### config.mk
export PLATFORM = sky130hd
export DESIGN_NAME = ula_seq
export DESIGN_NICKNAME = d
export VERILOG_FILES = /design/src/rtl/ula_seq_pkg.sv /design/src/rtl/ula_seq_muldiv_iter.sv /design/src/rtl/ula_seq.sv
export SDC_FILE = /design/constraint.sdc
export NUM_CORES = 1
export LEC_CHECK = 0
export ABC_CLOCK_PERIOD_IN_PS = 5600
export CAP_MARGIN = 20
export CORE_MARGIN = 5
export CORE_UTILIZATION = 40
export DETAILED_ROUTE_END_ITERATION = 8
export HOLD_SLACK_MARGIN = 0.15
export PLACE_DENSITY = 0.65
export SYNTH_ARGS = -nofsm -noshare
export SYNTH_HDL_FRONTEND = slang
export SYNTH_SLANG_ARGS = --single-unit
export TNS_END_PERCENT = 1
### constraint.sdc
create_clock -name clk -period 5.6 [get_ports clk]
set_input_delay 0.56 -clock clk [delete_from_list [all_inputs] [get_ports clk]]
set_output_delay 0.56 -clock clk [all_outputs]
set_load 0.005 [all_outputs]
### src/rtl/ula_seq_pkg.sv
// Shared ULA definitions: operation codes, FSM state encodings and the flag bundle.
// The control unit imports the same package so both sides agree on the encodings.
package ula_seq_pkg;

    typedef enum logic [2:0] {
        OP_ADD = 3'b000,
        OP_SUB = 3'b001,
        OP_AND = 3'b010,
        OP_OR  = 3'b011,
        OP_XOR = 3'b100,
        OP_SLT = 3'b101,
        OP_MUL = 3'b110,
        OP_DIV = 3'b111
    } op_e;

    typedef enum logic [1:0] {
        ST_IDLE = 2'b00,
        ST_EXEC = 2'b01,
        ST_DONE = 2'b10
    } state_e;

    typedef enum logic {
        MD_MUL = 1'b0,
        MD_DIV = 1'b1
    } md_mode_e;

    typedef struct packed {
        logic zero;
        logic carry;
        logic ovf;
        logic divz;
    } flags_t;

    function automatic logic is_iterative(input op_e op);
        return (op == OP_MUL) || (op == OP_DIV);
    endfunction

endpackage

### src/rtl/ula_seq_muldiv_iter.sv
// Iterative core: one shift-add multiply step or one restoring-divide step per cycle.
// The step_* outputs show the register contents after the step being taken this cycle.
module ula_muldiv_iter
    import ula_seq_pkg::*;
#(
    parameter int WIDTH = 16
) (
    input  logic             clk,
    input  logic             rst,
    input  logic             load_i,
    input  logic             step_i,
    input  md_mode_e         mode_i,
    input  logic [WIDTH-1:0] a_i,
    input  logic [WIDTH-1:0] b_i,
    output logic [WIDTH-1:0] step_hi_o,
    output logic [WIDTH-1:0] step_lo_o
);

    // hi holds the upper product half / remainder, lo the multiplier / quotient.
    logic [WIDTH-1:0] hi_q, hi_d;
    logic [WIDTH-1:0] lo_q, lo_d;
    logic [WIDTH-1:0] b_q;
    md_mode_e         mode_q;

    logic [WIDTH:0] sum;
    logic [WIDTH:0] shifted;
    logic [WIDTH:0] diff;

    always_comb begin
        hi_d    = hi_q;
        lo_d    = lo_q;
        sum     = '0;
        shifted = '0;
        diff    = '0;
        if (mode_q == MD_MUL) begin
            sum  = {1'b0, hi_q} + (lo_q[0] ? {1'b0, b_q} : '0);
            hi_d = sum[WIDTH:1];
            lo_d = {sum[0], lo_q[WIDTH-1:1]};
        end else begin
            shifted = {hi_q, lo_q[WIDTH-1]};
            diff    = shifted - {1'b0, b_q};
            // Top bit of diff set means the trial subtraction borrowed: restore.
            if (!diff[WIDTH]) begin
                hi_d = diff[WIDTH-1:0];
                lo_d = {lo_q[WIDTH-2:0], 1'b1};
            end else begin
                hi_d = shifted[WIDTH-1:0];
                lo_d = {lo_q[WIDTH-2:0], 1'b0};
            end
        end
    end

    assign step_hi_o = hi_d;
    assign step_lo_o = lo_d;

    always_ff @(posedge clk) begin
        if (rst) begin
            hi_q   <= '0;
            lo_q   <= '0;
            b_q    <= '0;
            mode_q <= MD_MUL;
        end else if (load_i) begin
            hi_q   <= '0;
            lo_q   <= a_i;
            b_q    <= b_i;
            mode_q <= mode_i;
        end else if (step_i) begin
            hi_q   <= hi_d;
            lo_q   <= lo_d;
        end
    end

endmodule

### src/rtl/ula_seq.sv
// Clocked ULA: single-cycle ALU ops plus iterative MUL/DIV behind a start/ready/done handshake.
// Results and flags are registered and only change on entry to DONE.
module ula_seq
    import ula_seq_pkg::*;
#(
    parameter int WIDTH = 16,
    parameter int CNT_W = $clog2(WIDTH + 1)
) (
    input  logic             clk,
    input  logic             rst,
    input  logic             start,
    input  logic [2:0]       op_sel,
    input  logic [WIDTH-1:0] in_a,
    input  logic [WIDTH-1:0] in_b,
    output logic             ready,
    output logic             busy,
    output logic             done,
    output logic [WIDTH-1:0] result,
    output logic [WIDTH-1:0] result_hi,
    output logic             flag_zero,
    output logic             flag_carry,
    output logic             flag_ovf,
    output logic             flag_divz,
    output state_e           state_dbg
);

    // Handshake: a start is taken only on a rising edge where ready=1 (IDLE or DONE);
    // starts presented while busy are dropped, and done pulses for one cycle per op.
    state_e           state_q, state_d;
    op_e              op_q;
    logic [WIDTH-1:0] a_q, b_q;
    logic [CNT_W-1:0] cnt_q, cnt_d;
    logic [WIDTH-1:0] result_q, result_d;
    logic [WIDTH-1:0] result_hi_q, result_hi_d;
    flags_t           flags_q, flags_d;

    op_e              op_in;
    logic             accept;
    logic             core_load;
    logic             core_step;
    md_mode_e         core_mode;
    logic [WIDTH-1:0] step_hi;
    logic [WIDTH-1:0] step_lo;

    logic [WIDTH:0]   add_full;
    logic [WIDTH:0]   sub_full;
    logic [WIDTH-1:0] sc_result;
    flags_t           sc_flags;

    assign op_in     = op_e'(op_sel);
    assign ready     = (state_q == ST_IDLE) || (state_q == ST_DONE);
    assign busy      = (state_q == ST_EXEC);
    assign done      = (state_q == ST_DONE);
    assign accept    = start && ready;
    assign core_mode = (op_in == OP_DIV) ? MD_DIV : MD_MUL;

    assign result     = result_q;
    assign result_hi  = result_hi_q;
    assign flag_zero  = flags_q.zero;
    assign flag_carry = flags_q.carry;
    assign flag_ovf   = flags_q.ovf;
    assign flag_divz  = flags_q.divz;
    assign state_dbg  = state_q;

    assign add_full = {1'b0, in_a} + {1'b0, in_b};
    assign sub_full = {1'b0, in_a} - {1'b0, in_b};

    always_comb begin
        sc_result = '0;
        sc_flags  = '0;
        unique case (op_in)
            OP_ADD: begin
                sc_result      = add_full[WIDTH-1:0];
                sc_flags.carry = add_full[WIDTH];
                sc_flags.ovf   = (in_a[WIDTH-1] == in_b[WIDTH-1]) &&
                                 (add_full[WIDTH-1] != in_a[WIDTH-1]);
            end
            OP_SUB: begin
                sc_result      = sub_full[WIDTH-1:0];
                // Carry on SUB means no borrow, i.e. a >= b unsigned.
                sc_flags.carry = !sub_full[WIDTH];
                sc_flags.ovf   = (in_a[WIDTH-1] != in_b[WIDTH-1]) &&
                                 (sub_full[WIDTH-1] != in_a[WIDTH-1]);
            end
            OP_AND: sc_result = in_a & in_b;
            OP_OR:  sc_result = in_a | in_b;
            OP_XOR: sc_result = in_a ^ in_b;
            OP_SLT: sc_result = {{(WIDTH-1){1'b0}}, ($signed(in_a) < $signed(in_b))};
            default: sc_result = '0;
        endcase
        sc_flags.zero = (sc_result == '0);
    end

    always_comb begin
        state_d     = state_q;
        cnt_d       = cnt_q;
        result_d    = result_q;
        result_hi_d = result_hi_q;
        flags_d     = flags_q;
        core_load   = 1'b0;
        core_step   = 1'b0;
        unique case (state_q)
            ST_IDLE, ST_DONE: begin
                if (accept) begin
                    if (is_iterative(op_in)) begin
                        state_d   = ST_EXEC;
                        cnt_d     = CNT_W'(WIDTH);
                        core_load = 1'b1;
                    end else begin
                        state_d     = ST_DONE;
                        result_d    = sc_result;
                        result_hi_d = '0;
                        flags_d     = sc_flags;
                    end
                end else begin
                    state_d = ST_IDLE;
                end
            end
            ST_EXEC: begin
                core_step = 1'b1;
                cnt_d     = cnt_q - 1'b1;
                if (cnt_q == CNT_W'(1)) begin
                    state_d = ST_DONE;
                    flags_d = '0;
                    if ((op_q == OP_DIV) && (b_q == '0)) begin
                        result_d     = '1;
                        result_hi_d  = a_q;
                        flags_d.divz = 1'b1;
                    end else begin
                        result_d    = step_lo;
                        result_hi_d = step_hi;
                    end
                    flags_d.zero = (result_d == '0);
                end
            end
            default: state_d = ST_IDLE;
        endcase
    end

    always_ff @(posedge clk) begin
        if (rst) begin
            state_q     <= ST_IDLE;
            op_q        <= OP_ADD;
            a_q         <= '0;
            b_q         <= '0;
            cnt_q       <= '0;
            result_q    <= '0;
            result_hi_q <= '0;
            flags_q     <= '0;
        end else begin
            state_q     <= state_d;
            cnt_q       <= cnt_d;
            result_q    <= result_d;
            result_hi_q <= result_hi_d;
            flags_q     <= flags_d;
            if (accept) begin
                op_q <= op_in;
                a_q  <= in_a;
                b_q  <= in_b;
            end
        end
    end

    ula_muldiv_iter #(
        .WIDTH(WIDTH)
    ) u_muldiv (
        .clk      (clk),
        .rst      (rst),
        .load_i   (core_load),
        .step_i   (core_step),
        .mode_i   (core_mode),
        .a_i      (in_a),
        .b_i      (in_b),
        .step_hi_o(step_hi),
        .step_lo_o(step_lo)
    );

endmodule

==> run summary, run 1 <==
========================================================================================
All-layer global routing usage                                                     0.237
Arrival time worst endpoint                                                      4.42 ns
Number of endpoints with negative hold slack in the final report                       0
F_max                                                                            245 MHz
Average size of a mapped cell                                                  7.52 um^2
Total number of clock tree sinks                                                     127
Via count of the first global-routing pass                                          9482
Overall power after layout                                                       2900 uW
Avg WL per Cell                                                                  20.1 um
Startpoint of the most critical hold path                                        b_q[13]
Floorplan die height                                                              167 um
Global-route met2 utilization                                                      0.385
Busiest layer in global routing                                                     met2
Wire length of the first global-routing pass                                    53200 um
Min Tclk post-route                                                              4.09 ns
Async set-or-reset flop fraction in the synthesized netlist                            0
Cell count after placement                                                          1649
Share of the core filled with cells                                                0.473
Distinct cells, synth                                                                 85
Setup crit end kind                                                                 flop
Largest net degree at the start of global routing                                     67
Category of the worst setup path launch point                               primary input
Part of the total power dissipated in sequential elements                          0.338
Number of storage elements in the synthesis netlist                                  127
Setup repair after global routing missed its margin                                   no
Power per standard cell area                                                 253 nW/um^2
Number of nets produced by synthesis                                                1436
Relative slew margins                                                              0.315
Switching share of power                                                           0.313
Std-Cell Rows                                                                         57
Number of enable-type register cells in the synthesized netlist                        0
Count of TritonRoute iterations in the first routing pass                              5
Buffers from clock root to sink, at most                                               2
Cell Int Power                                                                   2000 uW
Switching Power                                                                   909 uW
Placed wire-length estimate after detailed placement                            25300 um
IR drop worst, VDD                                                                176 uV
Post-Layout Cell Count                                                              1681
H-Tree Depth                                                                           4
Resized cells post-CTS                                                                 0
Clock Pin Slew Worst Setup and Hold Paths                                        0.06 ns
Synth Cell Area                                                                9830 um^2
Portion of the clock cycle consumed by the worst path in the final layout          0.730
Via count                                                                          10100
Relative contribution of combinational cells to total power                        0.255
Number of stages on the worst hold path                                                2
Last weighted congestion value of the routability-driven placer                    0.965
Area of the die                                                               27800 um^2
Worst setup path class                                                         in -> reg
Die outline width                                                                 167 um
Max FO, Critical Path                                                                  7
Final-report max-slew violation count                                                  0
Buffers added on ports                                                                78
Total negative slack                                                                0 ns
Skew final                                                                    0.00912 ns
Max Cap Violations                                                                     0
Number of buffers inserted to repair setup after CTS                                   0
Starting density of the core                                                       0.405
Data required time at the worst endpoint                                         5.93 ns
Number of buffers created by CTS                                                      17
Count of nets after finishing                                                       1473
Iteration-0 DRC count of the detailed router                                         866
GRT overflow                                                                           0
Yosys warning count                                                                    0
Worst Tran Pin Value                                                             1.02 ns
TritonCTS clock tree                                                                done
Clock network fraction of total power                                              0.407
Worst min-delay path class                                                    reg -> reg
Vias per cell                                                                       5.99
Setup slack of the most critical reg-to-reg path                                 1.61 ns
Outcome                                                                        completed
Met1 track demand over resource in global routing                                  0.326
Post-detailed-routing wire length                                               33800 um
Initial antenna violation count                                                        0
Met3 track demand over resource in global routing                                 0.0377
Antenna cells                                                                          0
Area occupied by registers                                                     2540 um^2
Area inside the core boundary                                                 24200 um^2
Worst r2r path cells                                                                  11
Leakage power figure                                                          0.00453 uW
Hold endpoint                                                                    b_q[13]
Filler cell count in the final layout                                               2509
Worst-case hold slack                                                           0.451 ns
Combined area of the multi-input logic cells                                   6690 um^2
Final count of negative-setup-slack endpoints                                          0
Number of ports placed on the die boundary                                            79
FF-to-FF Start                                                              u_muldiv.lo_q[0]
Fraction of final layout cells sized beyond drive strength 1                      0.0656
Most used flip-flop cell after synthesis                                    sky130_fd_sc_hd__dfxtp_1
Number of standard cells after synthesis                                            1307
Area overhead of the layout relative to synthesis                                  16.8%
Count of hold buffers inserted by post-cts repair                                      0
Share of synthesized area occupied by flip-flops and latches                       0.259
Post-route ant nets                                                                    0
Later-pin clock latency in the skew report                                       0.42 ns
Final routed DRC violation total                                                       0
Worst reg2reg path endpoint                                                 result_hi[15]
Root buffer cell                                                            sky130_fd_sc_hd__clkbuf_16
========================================================================================
cell usage in the layout (no fill, tap or decap), types with 18 or more instances in the layout:
master	synthesis	layout
sky130_fd_sc_hd__o211ai_1	20	20
sky130_fd_sc_hd__xnor2_1	18	18
sky130_fd_sc_hd__a21o_1	19	19
sky130_fd_sc_hd__o21ai_0	60	60
sky130_fd_sc_hd__a21oi_1	157	156
sky130_fd_sc_hd__nand3_1	18	18
sky130_fd_sc_hd__nand2_1	179	179
sky130_fd_sc_hd__and2_1	25	25
sky130_fd_sc_hd__nand2b_1	21	21
sky130_fd_sc_hd__ha_1	87	87
sky130_fd_sc_hd__a22oi_1	30	30
sky130_fd_sc_hd__a211oi_1	18	18
sky130_fd_sc_hd__buf_4	1	19
sky130_fd_sc_hd__clkdlybuf4s50_1	0	77
sky130_fd_sc_hd__nor3_1	28	28
sky130_fd_sc_hd__nor2_1	95	94
sky130_fd_sc_hd__inv_1	76	76
sky130_fd_sc_hd__dfxtp_1	127	127
area by class of cell:
type | instances | area share
clock buffer | 20 | 0.0389
clock inverter | 12 | 0.0160
inverter | 77 | 0.0252
multi-input combinational | 1025 | 0.583
sequential | 127 | 0.222
tap | 324 | 0.0353
timing repair buffer | 96 | 0.0796
logic make-up after synthesis:
family | after synthesis | synth area share
adders and majority gates | 91 | 0.119
and+or+nand+nor | 443 | 0.213
buffers and inverters | 155 | 0.0618
AOI/OAI and AO/OA | 433 | 0.290
DFF | 127 | 0.259
muxes | 32 | 0.0346
xor gates and xnor gates | 26 | 0.0232
per-stage QoR:
step / setup WS [ns] / cell area [um^2]
4_1_cts: 1.61 / 11500
3_3_place_gp: 1.22 / 10800
6_report: 1.51 / 11500
3_5_place_dp: 1.21 / 10800
5_1_grt: 1.36 / 11500
2_1_floorplan: 2.42 / 9830
per-layer routing:
layer	wire, um	vias up	share of wire
met5	0	-	0
met4	978	0	0.029
met3	2360	66	0.070
met2	15400	427	0.46
met1	15100	4801	0.45
li1	-	4771	-
registers in the layout, indices dropped and copies added (netlist names), 3 cells and up:
name and flops:
a_q 16, op_q 3, u_muldiv.b_q 16, b_q 16, result_hi 16, u_muldiv.lo_q 16, u_muldiv.hi_q 16, cnt_q 5
result 16
how the worst max path moves through the flow:
stage,from,to,slack [ns],cells after the start
floorplan,u_muldiv.lo_q[15],result_hi[14],2.42,13
global placement,in_b[1],flag_zero,1.22,12
detailed placement,in_a[1],flag_zero,1.21,12
CTS,in_a[1],flag_zero,1.61,12
global route,in_a[1],flag_zero,1.36,12
finish,in_a[1],flag_zero,1.51,12
critical path: stages:
cell	delay (ns)
sky130_fd_sc_hd__clkdlybuf4s50_1	0.72
sky130_fd_sc_hd__inv_1	0.08
sky130_fd_sc_hd__ha_1	0.36
sky130_fd_sc_hd__or2_2	0.34
sky130_fd_sc_hd__a221oi_4	0.42
sky130_fd_sc_hd__or4_1	0.17
sky130_fd_sc_hd__a21oi_1	0.06
sky130_fd_sc_hd__nor4_1	0.86
sky130_fd_sc_hd__nand3_1	0.18
sky130_fd_sc_hd__nor4b_1	0.30
sky130_fd_sc_hd__nand3_1	0.11
sky130_fd_sc_hd__a311oi_1	0.25
cell usage after synthesis, drive strengths merged (6+ instances only):
cell type  instances  share of area
nor3              29          0.015
nand4              6         0.0038
and2              26          0.017
a211oi            19          0.015
nand2            179          0.068
xor2               8         0.0071
mux2i             16          0.016
nor2              96          0.037
nor4              12         0.0076
a221oi             7         0.0080
clkbuf            61          0.023
xnor2             18          0.016
o31ai              9         0.0069
o21a              11         0.0084
o21bai             7         0.0053
buf               17         0.0090
nand3             18         0.0092
o211ai            21          0.017
o21ai             64          0.033
o22ai             13         0.0083
a31oi             14         0.0089
and3               6         0.0038
o221ai             9         0.0080
inv               76          0.029
dfxtp            127           0.26
nor2b             13         0.0083
a21o              19          0.015
nand2b            22          0.015
or2                6         0.0038
or3                8         0.0051
a22oi             30          0.023
mux2              16          0.018
a21oi            157          0.080
ha                87           0.11
power by group through the flow:
stage	clock network [uW]	registers (uW)	logic, uW
floorplan	0	985	509
global placement	0	999	722
detailed placement	0	999	725
CTS	1190	980	730
global route	1230	984	811
finish	1180	981	741
No activity file was read; power rests on OpenSTA's default activity.
==> run 2, diff against run 1 <==
--- a/config.mk
+++ b/config.mk
@@ -5,7 +5,7 @@
 export SDC_FILE = /design/constraint.sdc
 export NUM_CORES = 1
 export LEC_CHECK = 0
-export ABC_CLOCK_PERIOD_IN_PS = 5600
+export ABC_CLOCK_PERIOD_IN_PS = 3850
 export CAP_MARGIN = 20
 export CORE_MARGIN = 5
 export CORE_UTILIZATION = 40
==> constraint.sdc (replaced) <==
create_clock -name clk -period 3.85 [get_ports clk]
set_input_delay 0.385 -clock clk [delete_from_list [all_inputs] [get_ports clk]]
set_output_delay 0.385 -clock clk [all_outputs]
set_load 0.005 [all_outputs]
==> run 2 against run 1 <==
Net effect:
- critical path type is now reg -> reg
- cell count up 3.2%
- setup slack worse by 1.3 ns
- clock skew up 0.00072 ns
==> run summary, run 2 (synthesized netlist as in run 1, its figures left out) <==
========================================================================================
Outcome                                                                        completed
Worst reg2reg path endpoint                                                 result_hi[3]
Total negative slack                                                                0 ns
Worst Tran Pin Value                                                             1.04 ns
All-layer global routing usage                                                     0.234
Iteration-0 DRC count of the detailed router                                        1026
Overall power after layout                                                       4230 uW
Max Cap Violations                                                                     0
Hold endpoint                                                                    b_q[13]
Number of stages on the worst hold path                                                2
H-Tree Depth                                                                           4
Area inside the core boundary                                                 24200 um^2
Worst setup path class                                                        reg -> reg
Commonest non-fill, non-tap cell in the layout                              sky130_fd_sc_hd__nand2_1
Setup crit end kind                                                                 flop
Resized cells post-CTS                                                                 0
Portion of the clock cycle consumed by the worst path in the final layout          0.933
Clock Pin Slew Worst Setup and Hold Paths                                        0.06 ns
Final routed DRC violation total                                                       0
Relative contribution of combinational cells to total power                        0.273
Initial antenna violation count                                                        0
Cell mode on critical path                                                  sky130_fd_sc_hd__inv_1
Cell with the largest stage delay on the worst path                         sky130_fd_sc_hd__o311ai_4
Vias per cell                                                                       5.86
Cell Int Power                                                                   2860 uW
Max FO, Critical Path                                                                  8
Top library cells by usage in the layout, fill and taps aside               sky130_fd_sc_hd__nand2_1 (179), sky130_fd_sc_hd__a21oi_1 (156), sky130_fd_sc_hd__dfxtp_1 (127)
Worst min-delay path class                                                    reg -> reg
Skew final                                                                    0.00984 ns
Final count of negative-setup-slack endpoints                                          0
Worst-case hold slack                                                           0.451 ns
F_max                                                                            278 MHz
Count of TritonRoute iterations in the first routing pass                              5
Share of the core filled with cells                                                0.489
Largest net degree at the start of global routing                                     61
Post-detailed-routing wire length                                               33600 um
Buffers added on ports                                                                78
Clock network fraction of total power                                              0.391
Area of the die                                                               27800 um^2
Wire length of the first global-routing pass                                    53000 um
Antenna cells                                                                          0
Via count                                                                          10200
Part of the total power dissipated in sequential elements                          0.336
Arrival time worst endpoint                                                      3.86 ns
Count of hold buffers inserted by post-cts repair                                      0
Later-pin clock latency in the skew report                                       0.42 ns
Buffers from clock root to sink, at most                                               2
Number of endpoints with negative hold slack in the final report                       0
Fraction of final layout cells sized beyond drive strength 1                       0.102
Count of nets after finishing                                                       1526
Avg WL per Cell                                                                  19.4 um
Switching share of power                                                           0.323
Starting density of the core                                                       0.405
Post-layout worst setup margin                                                  0.258 ns
Worst r2r path cells                                                                  13
Startpoint of the most critical hold path                                        b_q[13]
Power per standard cell area                                                 357 nW/um^2
Setup slack of the most critical reg-to-reg path                                 0.26 ns
Category of the worst setup path launch point                                       flop
TritonCTS clock tree                                                                done
Leakage power figure                                                          0.00479 uW
Via count of the first global-routing pass                                          9553
Die outline width                                                                 167 um
Number of ports placed on the die boundary                                            79
GRT overflow                                                                           0
Placed wire-length estimate after detailed placement                            25800 um
Switching Power                                                                  1370 uW
Delay of the slowest cell on the worst path                                      0.46 ns
FF-to-FF Start                                                              u_muldiv.lo_q[15]
IR drop worst, VDD                                                                258 uV
Post-route ant nets                                                                    0
Area overhead of the layout relative to synthesis                                  20.7%
Floorplan die height                                                              167 um
Number of buffers created by CTS                                                      17
Critical path cell sequence                                                 inv_1, ha_1, inv_1, fa_1, a211o_1, a2111oi_4, o21ai_2, and2_4, o311ai_4, buf_12, mux2_2, a21oi_1, o22ai_1
Number of buffers inserted to repair setup after CTS                                   0
Data required time at the worst endpoint                                         4.12 ns
Relative slew margins                                                              0.305
Final-report max-slew violation count                                                  0
Post-placement worst setup slack                                               0.0901 ns
Min Tclk post-route                                                              3.59 ns
Total number of clock tree sinks                                                     127
Std-Cell Rows                                                                         57
Root buffer cell                                                            sky130_fd_sc_hd__clkbuf_16
Setup repair after global routing missed its margin                                   no
Last weighted congestion value of the routability-driven placer                    0.957
========================================================================================
-- run 2: worst max path at each step --
stage	startpoint	slack, ns	to
after global routing	u_muldiv.lo_q[15]	0.03	result_hi[3]
after global placement	in_b[4]	0.14	flag_zero
after CTS	u_muldiv.lo_q[15]	0.28	result_hi[3]
final	u_muldiv.lo_q[15]	0.26	result_hi[3]
after detailed placement	in_a[0]	0.09	flag_zero
after floorplan	u_muldiv.lo_q[15]	0.67	result_hi[14]
-- run 2: per-stage QoR --
step                      std cells  cell area [um^2]
final                          1734             11900
after global routing           1734             11900
after CTS                      1734             11900
after detailed placement       1702             11300
after global placement         1702             11300
after floorplan                1307              9830
-- run 2: layout make-up --
| class | instances | area, um^2 |
|---|---|---|
| Tap cell | 324 | 405 |
| Clock buffer | 19 | 453 |
| Clock inverter | 13 | 149 |
| Inverter | 77 | 289 |
| Sequential cell | 127 | 2540 |
| Timing Repair Buffer | 149 | 1320 |
| Fill cell | 2410 | 12400 |
| Multi-Input combinational cell | 1025 | 6690 |
-- run 2: power groups by stage --
stage | registers [uW] | clock network, uW | logic (uW)
6_report | 1420 | 1650 | 1150
2_1_floorplan | 1430 | 0 | 741
3_3_place_gp | 1450 | 0 | 1120
3_5_place_dp | 1450 | 0 | 1130
5_1_grt | 1430 | 1730 | 1250
4_1_cts | 1420 | 1660 | 1140
-- run 2: routing by layer --
| metal | share of wire | up-vias | GRT usage |
|---|---|---|---|
| li1 | - | 4881 | - |
| met1 | 0.46 | 4853 | 0.330 |
| met2 | 0.45 | 384 | 0.375 |
| met3 | 0.070 | 44 | 0.0391 |
| met4 | 0.017 | 0 | 0.0555 |
| met5 | 0 | - | 0 |
-- run 2: worst max-delay path, delay by kind of cell, from the launching register on --
| kind | cells | cell delay (ns) |
|---|---|---|
| AOI/OAI and AO/OA | 6 | 1.67 |
| muxes | 1 | 0.33 |
| and+or+nand+nor | 1 | 0.21 |
| DFF | 1 | 0.33 |
| buffers and inverters | 3 | 0.33 |
| adders and majority gates | 2 | 0.57 |
